## src/rtl/exp_mu_collector_pkg.sv

```systemverilog
// Shared definitions for the exp-mu collector: default widths and the state encoding.
package exp_mu_collector_pkg;

  localparam int DEF_DATA_W = 17;
  localparam int DEF_ADDR_W = 6;
  localparam int DEF_SUM_W  = DEF_DATA_W + DEF_ADDR_W;

  typedef enum logic [1:0] {
    ST_IDLE    = 2'd0,
    ST_COLLECT = 2'd1,
    ST_READY   = 2'd2,
    ST_DRAIN   = 2'd3
  } state_e;

endpackage

```

## src/rtl/exp_mu_collector_table_ram.sv

```systemverilog
// Single-write-port table with a registered read port; no reset so it maps onto block RAM.
module table_ram #(
  parameter int DATA_W = 17,
  parameter int ADDR_W = 6
) (
  input  logic              clk_i,
  input  logic              we_i,
  input  logic [ADDR_W-1:0] waddr_i,
  input  logic [DATA_W-1:0] wdata_i,
  input  logic              re_i,
  input  logic [ADDR_W-1:0] raddr_i,
  output logic [DATA_W-1:0] rdata_o
);

  logic [DATA_W-1:0] mem [2**ADDR_W];
  logic [DATA_W-1:0] rdata_q;

  always_ff @(posedge clk_i) begin
    if (we_i) mem[waddr_i] <= wdata_i;
    if (re_i) rdata_q <= mem[raddr_i];
  end

  assign rdata_o = rdata_q;

endmodule

```

## src/rtl/exp_mu_collector.sv

```systemverilog
// Collects one table of exp-mu samples (first write per address wins), tracks sum/max,
// then streams the table out in address order under downstream iReady.
module exp_mu_collector
  import exp_mu_collector_pkg::*;
#(
  parameter int DATA_W = DEF_DATA_W,
  parameter int ADDR_W = DEF_ADDR_W,
  parameter int SUM_W  = DATA_W + ADDR_W
) (
  input  logic              CLK,
  input  logic              RST,
  input  logic [DATA_W-1:0] iData,
  input  logic [ADDR_W-1:0] iAddr,
  input  logic              iValid,
  input  logic              iDone,
  input  logic              iDrain,
  input  logic              iReady,
  output logic [DATA_W-1:0] oData,
  output logic [ADDR_W-1:0] oAddr,
  output logic              oValid,
  output logic [SUM_W-1:0]  oSum,
  output logic [DATA_W-1:0] oMax,
  output logic              oSumValid,
  output logic              oDone,
  output logic              oError,
  output logic              oBusy
);

  localparam int DEPTH = 2**ADDR_W;

  state_e            state_q;
  logic [ADDR_W-1:0] ptr_q;
  logic [SUM_W-1:0]  sum_q;
  logic [DATA_W-1:0] max_q;
  logic [DEPTH-1:0]  written_q, written_d;
  logic [ADDR_W-1:0] addr_q;
  logic              valid_q, rd_ok_q, sumvld_q, done_q, err_q, last_q;
  logic [DATA_W-1:0] ram_rdata;
  logic              acc_idle, acc_col, wr_en, beat;

  assign acc_idle = (state_q == ST_IDLE) && iValid;
  assign acc_col  = (state_q == ST_COLLECT) && iValid && !written_q[iAddr];
  assign wr_en    = acc_idle || acc_col;
  // last_q marks the cycle beat 63 is on the bus; no further reads are issued then
  assign beat     = (state_q == ST_DRAIN) && iReady && !last_q;

  always_comb begin
    written_d = written_q;
    if (acc_idle) begin
      written_d        = '0;
      written_d[iAddr] = 1'b1;
    end else if (acc_col) begin
      written_d[iAddr] = 1'b1;
    end
  end

  always_ff @(posedge CLK) begin
    if (RST) begin
      state_q   <= ST_IDLE;
      ptr_q     <= '0;
      sum_q     <= '0;
      max_q     <= '0;
      written_q <= '0;
      addr_q    <= '0;
      valid_q   <= 1'b0;
      rd_ok_q   <= 1'b0;
      sumvld_q  <= 1'b0;
      done_q    <= 1'b0;
      err_q     <= 1'b0;
      last_q    <= 1'b0;
    end else begin
      valid_q   <= beat;
      rd_ok_q   <= beat && written_q[ptr_q];
      done_q    <= 1'b0;
      written_q <= written_d;
      if (beat) begin
        addr_q <= ptr_q;
        ptr_q  <= ptr_q + ADDR_W'(1);
      end
      if (wr_en) begin
        sum_q <= (acc_idle ? '0 : sum_q) + SUM_W'(iData);
        max_q <= (acc_idle || iData > max_q) ? iData : max_q;
      end
      case (state_q)
        ST_IDLE: begin
          if (iValid) begin
            err_q   <= 1'b0;
            state_q <= ST_COLLECT;
          end
        end
        ST_COLLECT: begin
          if (iValid && written_q[iAddr]) err_q <= 1'b1;
          if (iDone) begin
            state_q  <= ST_READY;
            sumvld_q <= 1'b1;
            if (!(&written_d)) err_q <= 1'b1;
          end
        end
        ST_READY: begin
          if (iValid) err_q <= 1'b1;
          if (iDrain) begin
            state_q <= ST_DRAIN;
            ptr_q   <= '0;
            last_q  <= 1'b0;
          end
        end
        ST_DRAIN: begin
          if (iValid) err_q <= 1'b1;
          if (beat && (&ptr_q)) last_q <= 1'b1;
          if (last_q) begin
            state_q  <= ST_IDLE;
            sumvld_q <= 1'b0;
            done_q   <= 1'b1;
            last_q   <= 1'b0;
          end
        end
        default: state_q <= ST_IDLE;
      endcase
    end
  end

  table_ram #(
    .DATA_W(DATA_W),
    .ADDR_W(ADDR_W)
  ) u_table_ram (
    .clk_i  (CLK),
    .we_i   (wr_en),
    .waddr_i(iAddr),
    .wdata_i(iData),
    .re_i   (beat),
    .raddr_i(ptr_q),
    .rdata_o(ram_rdata)
  );

  // Unwritten entries read back as zero; the RAM itself is never cleared
  assign oData     = rd_ok_q ? ram_rdata : '0;
  assign oAddr     = addr_q;
  assign oValid    = valid_q;
  assign oSum      = sum_q;
  assign oMax      = max_q;
  assign oSumValid = sumvld_q;
  assign oDone     = done_q;
  assign oError    = err_q;
  assign oBusy     = (state_q != ST_IDLE);

endmodule

```

## config.mk

```make
export PLATFORM = sky130hd
export DESIGN_NAME = exp_mu_collector
export DESIGN_NICKNAME = d
export VERILOG_FILES = /design/src/rtl/exp_mu_collector_pkg.sv /design/src/rtl/exp_mu_collector_table_ram.sv /design/src/rtl/exp_mu_collector.sv
export SDC_FILE = /design/constraint.sdc
export NUM_CORES = 1
export LEC_CHECK = 0
export CORE_AREA = 2 2 565 399
export DETAILED_ROUTE_END_ITERATION = 10
export DIE_AREA = 0 0 567 401
export GPL_TIMING_DRIVEN = 1
export HOLD_SLACK_MARGIN = 0.05
export PLACE_DENSITY = 0.33
export SLEW_MARGIN = 15
export SYNTH_ARGS = -nofsm -noshare
export SYNTH_HDL_FRONTEND = slang
export SYNTH_HIERARCHICAL = 1
export SYNTH_SLANG_ARGS = --single-unit
```

## constraint.sdc

```tcl
create_clock -name CLK -period 6.85 [get_ports CLK]
set_input_delay 1.7125 -clock CLK [delete_from_list [all_inputs] [get_ports CLK]]
set_output_delay 1.7125 -clock CLK [all_outputs]
set_load 0.05 [all_outputs]
```

==> flow_metrics.py, run 1 <==
metrics = {
    "run_status": {
        "status": "finished, final reports clean",
    },
    "critical_path": {
        "r2r-start": "state_q[0]",
        "critPathSlowestCell": "clkdlybuf4s50_1",
        "reg2reg_slack_ps": 2510,
        "end_kind": "register",
        "startpoint_type": "input port",
        "crit_chain": "clkdlybuf4s50_1, buf_4, mux4_2, mux2_2, nand2_1, nand4_4, nor3_4, nor2_2, inv_2, nor2b_1, nand2_1, nor2_2, buf_4",
        "arrival_ps": 5720,
        "required_ps": 7270,
        "worst-path-buf-inv": 4,
        "critPathMaxFanout": 17,
        "reg2reg_to": "oSum[19]",
        "r2r_cells": 15,
        "path_class": "input port to register",
        "critPathMaxStageDelay_ps": 620,
        "crit_family": "simple AND/OR/NAND/NOR gates",
    },
    "placed_design": {
        "post-place-ws_ps": 786,
        "port_buffers": 96,
        "hpwl_um": 118000,
        "placed_area_mm2": 0.0558,
        "gp_congestion": 0.871,
    },
    "global_routing": {
        "grt_pass1_vias": 29700,
        "grt_max_degree": 94,
        "grt-ovfl-total": 0,
        "antenna_found_initial": 16,
        "grt_usage": 0.154,
        "grt_first_pass_wirelength_um": 246000,
    },
    "clock_network": {
        "cts_buffers": 140,
        "cts_tree": "yes",
        "cts_sinks": 1229,
        "htree_levels": 4,
        "cts_setup_buffers": 0,
        "clk_pin_slew_worst_paths_ps": 60,
        "cts_resized": 0,
        "cts_hold_repair.buffers": 0,
        "clk_latency_ps": 770,
        "ctsRootBufferMaster": "clkbuf_16",
        "clockBufferDepth": 3,
    },
    "synth": {
        "synthTopCellsByCount": "edfxtp_1, mux4_2, nor2_1, nand2_1, mux2i_1",
        "async_reset_ff_frac": 0,
        "syn_area_mm2": 0.0508,
        "synth-adder-area-share": 0.0103,
        "synth_flop_cell": "edfxtp_1",
        "netlist_instances": 2977,
        "yosys_register_bits": 1229,
        "ys_warn_count": 6,
        "synth_edf_count": 1105,
        "synthDistinctLibCells": 75,
        "synth_mux_area_frac": 0.141,
        "yosysMostFrequentCell": "edfxtp_1",
        "synth_area_leaders": "edfxtp_1, mux4_2, dfxtp_1",
        "mappedNetlistNets": 3047,
        "synth-xor-area-share": 0.00328,
        "synth_top_family_by_area": "multiplexers",
        "ys_seq_area_frac": 0.703,
        "synth-compound-area-share": 0.0582,
        "synthSimpleGateAreaFrac": 0.0614,
        "synth_top_area_frac": 0.654,
        "avgSynthCellArea_um2": 17.0,
        "synth_top_area_cell": "edfxtp_1",
    },
    "die": {
        "die_h_um": 401,
        "rows": 145,
        "die_w_um": 567,
        "initial_core_util": 0.229,
        "core-area_mm2": 0.222,
        "ios": 97,
        "die_area_mm2": 0.227,
    },
    "layout": {
        "syn_to_final_growth_pct": 18.6,
        "final_area_mm2": 0.0602,
        "drive_above_1_share": 0.216,
        "fin_nets": 3263,
    },
    "power_and_ir_drop": {
        "p_switching_mw": 4.57,
        "pwr-share-clk": 0.410,
        "cellPowerDensity_mw_per_mm2": 294,
        "ir_worst_vdd_mv": 0.225,
        "power.internal_mw": 13.2,
        "seqPwrFrac": 0.474,
        "power_mw": 17.7,
        "power_switching_share": 0.258,
        "p_comb_frac": 0.115,
        "power.static_leakage_nw": 18.2,
    },
    "sta": {
        "setup_viol": 0,
        "slew_headroom": 0.0805,
        "finalCritPeriodShare": 0.773,
        "tns_ps": 0,
        "finClkSkew_ps": 37.3,
        "max_freq_ghz": 0.189,
        "worst_slack_ps": 1550,
        "rsz0062_at_grt": "false",
        "finalMaxSlewViolations": 0,
        "tightest_slew_ps": 1380,
        "min_period_ps": 5300,
        "holdWs_ps": 460,
        "hold_viol": 0,
    },
    "routing": {
        "drtIter0Drc": 3206,
        "post-route-drc-count": 0,
        "antenna_left": 0,
        "wl_per_cell_um": 28.5,
        "dr.pass1.iters": 6,
        "via_per_inst": 4.70,
        "vias": 29300,
        "wirelength_um": 178000,
    },
    "run": {
        "max_cap_viol_count": 0,
    },
    "hold_path": {
        "hold_end": "oAddr[3]",
        "hold_start": "oAddr[3]",
        "min_path_type": "register to register",
        "hold_depth": 2,
    },
}
cell usage in the layout (no fill, tap or decap), drive strengths merged, types with 8 or more instances in the layout:
| master | n |
|---|---|
| edfxtp | 1105 |
| mux4 | 239 |
| buf | 192 |
| nor2 | 179 |
| clkbuf | 168 |
| nand2 | 167 |
| mux2i | 161 |
| dfxtp | 124 |
| a22oi | 97 |
| a21oi | 86 |
| clkdlybuf4s50 | 76 |
| clkinv | 58 |
| a221oi | 48 |
| and2 | 44 |
| inv | 42 |
| ha | 40 |
| nor4 | 37 |
| nand3 | 36 |
| o21ai | 36 |
| nor2b | 36 |
| a211oi | 27 |
| o22ai | 25 |
| and3 | 21 |
| nand4 | 21 |
| nor3 | 21 |
| a21o | 14 |
| mux2 | 13 |
| and4 | 13 |
| nand2b | 11 |
| xnor2 | 11 |
| o221ai | 11 |
| o31ai | 11 |
| bufinv | 10 |
| or3 | 9 |
| and3b | 8 |
| xor2 | 8 |
cell type report:
class / count / area (µm²)
Timing Repair Buffer: 268 / 2280
Clock inverter: 78 / 677
Fill cell: 22200 / 162000
Multi-Input combinational cell: 1517 / 14100
Antenna cell: 2 / 5.00
Inverter: 37 / 139
Sequential cell: 1229 / 35700
Tap cell: 2940 / 3680
Clock buffer: 168 / 3670
cell families after synthesis:
| logic type | Yosys count |
|---|---|
| flip-flops | 1229 |
| AND/OR/NAND/NOR | 629 |
| AO/OA/AOI/OAI | 415 |
| multiplexers | 413 |
| buffers and inverters | 231 |
| adder cells (fa/ha/maj) | 41 |
| XOR/XNOR | 19 |
metrics by stage:
step	util	instances
floorplan	-	2977
global placement	0.252	5991
detailed placement	0.252	5991
CTS	0.271	6237
global route	0.271	6237
finish	0.271	6239
how the worst max path moves through the flow:
stage	from	endpoint	depth (start not counted)
floorplan	iAddr[0]	u_table_ram/mem[48][0]	13
detailed placement	iAddr[0]	u_table_ram/mem[20][8]	13
finish	iAddr[0]	u_table_ram/mem[20][0]	13
global placement	iAddr[0]	u_table_ram/mem[20][15]	13
CTS	iAddr[0]	u_table_ram/mem[20][0]	13
global route	iAddr[0]	u_table_ram/mem[20][15]	13
state kept, by name, indices dropped and copies added, names as in the netlist, 2 cells and up:
name	count
state_q	2
ptr_q	6
oAddr	6
u_table_ram/rdata_o	17
written_q	64
oMax	17
oSum	23
u_table_ram/mem	1088
tightest hold or removal path, cell delays in order, from the launching register on:
cell and delay (ps):
dfxtp_1 310, nand2_1 50, a21oi_1 50
per-layer routing:
layer | GRT usage | share of wire
met3 | 0.0316 | 0.059
met2 | 0.225 | 0.43
met4 | 0.0296 | 0.016
met5 | 0 | 0.000068
met1 | 0.235 | 0.50
power groups by stage:
stage	logic, mW	registers, mW	clock network (mW)
2_1_floorplan	1.04	8.74	0
3_3_place_gp	2.07	8.56	0
3_5_place_dp	2.07	8.57	0
4_1_cts	2.08	8.41	7.52
5_1_grt	2.20	8.42	7.80
6_report	2.04	8.40	7.27
Power figures use the tool's default switching activity.
==> run 2, diff against run 1 <==
PLACE_DENSITY = 0.34   (was 0.33)
clock period = 4.75 ns   (was 6.85 ns; I/O delays follow)
==> run 2 against run 1 <==
Against the previous run:
- count of clock-buffer cells in the layout up 3
- sequential share of layout area down 1.8 points
- non-clock buffer count up 99
- first-iteration DRC count down 7.7%
- power up 47%
- clock power up 50%
- design area up 3.2%
- wire length up 1.7%
- highest routed layer unchanged
==> flow_metrics.py, run 2 (synthesized netlist as in run 1, its figures left out) <==
metrics = {
    "hold_path": {
        "min_path_type": "register to register",
    },
    "global_routing": {
        "grt_usage": 0.157,
        "antenna_found_initial": 17,
        "grt_first_pass_wirelength_um": 250000,
        "grt_max_degree": 99,
        "grt-ovfl-total": 0,
        "grt_pass1_vias": 28900,
    },
    "critical_path": {
        "end_kind": "register",
        "critPathMaxFanout": 18,
        "startpoint_type": "input port",
        "arrival_ps": 4940,
        "required_ps": 5410,
        "path_class": "input port to register",
    },
    "routing": {
        "vias": 29200,
        "drtIter0Drc": 2959,
        "wl_per_cell_um": 28.5,
        "antenna_left": 0,
        "via_per_inst": 4.60,
        "dr.pass1.iters": 5,
        "wirelength_um": 181000,
        "post-route-drc-count": 0,
    },
    "layout": {
        "top_register": "u_table_ram/mem",
        "final_area_mm2": 0.0621,
        "syn_to_final_growth_pct": 22.4,
        "final_cell_mix": "edfxtp_1, mux4_2, buf_4",
        "mostFrequentLayoutCell": "edfxtp_1",
        "fin_util": 0.280,
        "fin_nets": 3361,
        "largest_register_ffs": 1088,
        "drive_above_1_share": 0.244,
    },
    "clock_network": {
        "htree_levels": 4,
        "clk_pin_slew_worst_paths_ps": 60,
        "cts_setup_buffers": 0,
        "cts_buffers": 139,
        "cts_hold_repair.buffers": 0,
        "ctsRootBufferMaster": "clkbuf_16",
        "clk_latency_ps": 790,
        "clockBufferDepth": 3,
        "cts_sinks": 1229,
        "cts_tree": "yes",
        "cts_resized": 0,
    },
    "sta": {
        "slew_headroom": 0.273,
        "finalCritPeriodShare": 0.902,
        "finClkSkew_ps": 39.8,
        "tightest_slew_ps": 1090,
        "max_freq_ghz": 0.233,
        "rsz0062_at_grt": "false",
        "hold_viol": 0,
        "min_period_ps": 4280,
        "finalMaxSlewViolations": 0,
        "setup_viol": 0,
    },
    "die": {
        "die_h_um": 401,
        "die_w_um": 567,
        "rows": 145,
        "core-area_mm2": 0.222,
        "ios": 97,
        "die_area_mm2": 0.227,
        "initial_core_util": 0.229,
    },
    "power_and_ir_drop": {
        "power.static_leakage_nw": 19.0,
        "ir_worst_vdd_mv": 0.233,
        "cellPowerDensity_mw_per_mm2": 420,
    },
    "placed_design": {
        "port_buffers": 96,
        "placed_area_mm2": 0.0576,
        "gp_congestion": 0.859,
        "hpwl_um": 124000,
    },
    "run": {
        "max_cap_viol_count": 0,
    },
    "run_status": {
        "status": "finished, final reports clean",
    },
}
==> run 2: critical path, cell delays in order <==
cell and delay [ps]:
clkdlybuf4s50_1 500, buf_12 180, nand2b_1 270, buf_4 170, o32ai_1 80, o31ai_1 390, nand4_4 160, buf_4 240
nor4_1 310, o22ai_1 210, nor4_1 640, buf_4 220, and4_1 280, a21oi_1 90
==> run 2: layer usage <==
layer | track usage | vias to the layer above | share of wire
met3 | 0.0282 | 172 | 0.054
li1 | - | 12700 | -
met2 | 0.215 | 790 | 0.41
met5 | 0 | - | 0.000072
met1 | 0.254 | 15500 | 0.53
met4 | 0.0277 | 2 | 0.014
==> run 2: worst paths after layout <==
check	from	endpoint	slack (ps)	depth (start not counted)
max	iAddr[0]	oError	470	14
min	oAddr[3]	oAddr[3]	460	2
max reg2reg	state_q[0]	oSum[21]	1010	17
min reg2reg	oAddr[3]	oAddr[3]	460	2
==> run 2: through the flow <==
step / instances / setup slack (ps) / hold slack, ps / total power, mW / TNS, ps
after floorplan: 2977 / -232 / 454 / 14.1 / -148910
after global routing: 6339 / 447 / 477 / 27.1 / 0
after global placement: 6090 / -141 / 446 / 15.6 / -1630
final: 6348 / 466 / 460 / 26.1 / 0
after CTS: 6339 / 697 / 459 / 26.5 / 0
after detailed placement: 6090 / -151 / 451 / 15.5 / -4720
==> run 2: area by class of cell <==
type	count	area, µm²
diodes	9	22.5
clock inverters	78	802
multi-input cells	1517	14100
inverters	37	139
flip-flops and latches	1229	35700
well taps	2940	3680
fillers	22200	160000
repair buffers	367	3940
clock buffers	171	3740
==> run 2: report_power, final <==
group / switching, mW / leakage (nW) / internal [mW]
Clock: 4.58 / 2.21 / 6.27
Combinational: 2.05 / 5.82 / 1.09
Sequential: 0.137 / 10.9 / 12.0
Total: 6.77 / 19.0 / 19.3
==> run 3, diff against run 2 <==
CTS_CLUSTER_DIAMETER = 60   (was default)
DONT_BUFFER_PORTS = 1   (was default)
MAX_ROUTING_LAYER = met4   (was default)
PLACE_DENSITY = 0.33   (was 0.34)
==> run 3 against run 2 <==
Against the previous run:
- sequential share of layout area increased by 2.4 points
- setup slack better by 310 ps
- via count fell by 1.6%
- die area is the same
- utilization fell by 1.1 points
- register-to-register slack worse by 230 ps
- clock power up 4%
- clock skew decreased by 6.5 ps
- combinational power shrank 33%
- sequential cell count is the same
- non-clock buffer count shrank 230
- first-iteration DRC count shrank 2.6%
- critical endpoint is now oSum[19]
- largest cell class unchanged
- largest power group unchanged
- highest routed layer is now met4
==> flow_metrics.py, run 3 (synthesized netlist as in run 1, its figures left out) <==
metrics = {
    "routing": {
        "antenna_left": 0,
        "dr.pass1.iters": 5,
        "post-route-drc-count": 0,
        "wirelength_um": 170000,
        "vias": 28700,
        "via_per_inst": 4.67,
        "drtIter0Drc": 2883,
        "wl_per_cell_um": 27.7,
    },
    "clock_network": {
        "clockBufferDepth": 3,
        "clk_latency_ps": 790,
        "htree_levels": 4,
        "cts_hold_repair.buffers": 0,
        "cts_tree": "yes",
        "cts_resized": 0,
        "cts_buffers": 146,
        "ctsRootBufferMaster": "clkbuf_16",
        "clk_pin_slew_worst_paths_ps": 50,
        "cts_sinks": 1229,
        "cts_setup_buffers": 0,
    },
    "sta": {
        "worst_slack_ps": 776,
        "tightest_slew_ps": 1130,
        "min_period_ps": 3970,
        "finClkSkew_ps": 33.2,
        "holdWs_ps": 492,
        "max_freq_ghz": 0.252,
        "finalCritPeriodShare": 0.837,
        "finalMaxSlewViolations": 0,
        "setup_viol": 0,
        "rsz0062_at_grt": "false",
        "slew_headroom": 0.247,
        "tns_ps": 0,
        "hold_viol": 0,
    },
    "die": {
        "initial_core_util": 0.229,
        "ios": 97,
        "rows": 145,
        "die_area_mm2": 0.227,
        "die_w_um": 567,
        "die_h_um": 401,
        "core-area_mm2": 0.222,
    },
    "critical_path": {
        "path_class": "register to register",
        "critPathMaxFanout": 16,
        "required_ps": 5450,
        "end_kind": "register",
        "arrival_ps": 4670,
        "startpoint_type": "register",
        "r2r_cells": 15,
    },
    "global_routing": {
        "grt_usage": 0.152,
        "grt_pass1_vias": 28500,
        "antenna_found_initial": 12,
        "grt_first_pass_wirelength_um": 236000,
        "grt_max_degree": 122,
        "grt-ovfl-total": 0,
    },
    "power_and_ir_drop": {
        "power.static_leakage_nw": 17.9,
        "pwr-share-clk": 0.437,
        "p_switching_mw": 6.41,
        "power_switching_share": 0.248,
        "power.internal_mw": 19.4,
        "cellPowerDensity_mw_per_mm2": 433,
        "seqPwrFrac": 0.482,
        "p_comb_frac": 0.081,
        "ir_worst_vdd_mv": 0.215,
    },
    "layout": {
        "mostFrequentLayoutCell": "edfxtp_1",
        "drive_above_1_share": 0.214,
        "syn_to_final_growth_pct": 17.6,
        "top_register": "u_table_ram/mem",
        "fill_cells": 22200,
        "fin_nets": 3138,
        "final_cell_mix": "edfxtp_1, mux4_2, nand2_1",
        "largest_register_ffs": 1088,
    },
    "placed_design": {
        "port_buffers": 0,
        "hpwl_um": 106000,
        "post-place-ws_ps": 328,
        "gp_congestion": 0.879,
    },
    "hold_path": {
        "hold_depth": 1,
        "min_path_type": "input port to register",
    },
    "run_status": {
        "status": "finished, final reports clean",
    },
    "run": {
        "max_cap_viol_count": 0,
    },
}
## run 3: changes by cell type in the layout (fill, tap and decap cells not counted), moves of 9 or more
| cell | previous run | this run |
|---|---|---|
| buf_4 | 204 | 121 |
| clkbuf_1 | 21 | 30 |
| nor2_1 | 117 | 130 |
| clkinv_1 | 32 | 23 |
| diode_2 | 9 | 18 |
| clkdlybuf4s50_1 | 76 | 0 |
| nor2_2 | 61 | 46 |
| buf_12 | 81 | 16 |
## run 3: final cells by class
| class | count | area, µm² | share of cell area |
|---|---|---|---|
| Sequential cell | 1229 | 35700 | 0.598 |
| Multi-Input combinational cell | 1517 | 14100 | 0.236 |
| Clock buffer | 182 | 3890 | 0.0653 |
| Tap cell | 2940 | 3680 | 0.0616 |
| Timing Repair Buffer | 137 | 1230 | 0.0206 |
| Clock inverter | 86 | 917 | 0.0154 |
| Inverter | 37 | 139 | 0.00233 |
| Antenna cell | 18 | 45.0 | 0.000755 |
## run 3: per-layer routing
metal / global-route usage / wire [µm]
met3: 0.0324 / 11000
met4: 0.0305 / 2750
met1: 0.227 / 85100
met2: 0.209 / 71700
met5: - / 0
## run 3: final timing paths
| path | start | to | slack [ps] |
|---|---|---|---|
| hold reg to reg | written_q[4] | written_q[4] | 500 |
| setup reg to reg | state_q[0] | oSum[19] | 780 |
| setup / recovery | state_q[0] | oSum[19] | 780 |
| hold / removal | RST | oSum[22] | 490 |
## run 3: worst max-delay path, stage by stage (launching register included)
cell and delay, ps:
dfxtp_1 330, inv_1 130, ha_1 280, nand2_4 170, nand2_1 160, inv_1 60
ha_1 270, a21o_1 180, a21o_1 220, a2111oi_1 630, or3_1 240, a31o_2 190
o211ai_1 160, a221oi_2 520, o21ai_0 180, a21oi_1 170
## run 3: power groups by stage
stage | clock, mW | combinational (mW) | sequential [mW]
after floorplan | 0 | 1.51 | 12.6
after global placement | 0 | 2.09 | 12.7
after detailed placement | 0 | 2.10 | 12.7
after CTS | 11.6 | 2.11 | 12.5
after global routing | 12.1 | 2.28 | 12.5
final | 11.3 | 2.10 | 12.4
## run 3: per-stage QoR
stage	total power, mW	cell area (µm²)	std cells	utilization
after floorplan	14.1	50800	2977	-
after global placement	14.8	54800	5860	0.247
after detailed placement	14.8	54800	5860	0.247
after CTS	26.2	59600	6128	0.269
after global routing	26.8	59600	6129	0.269
final	25.8	59700	6146	0.269
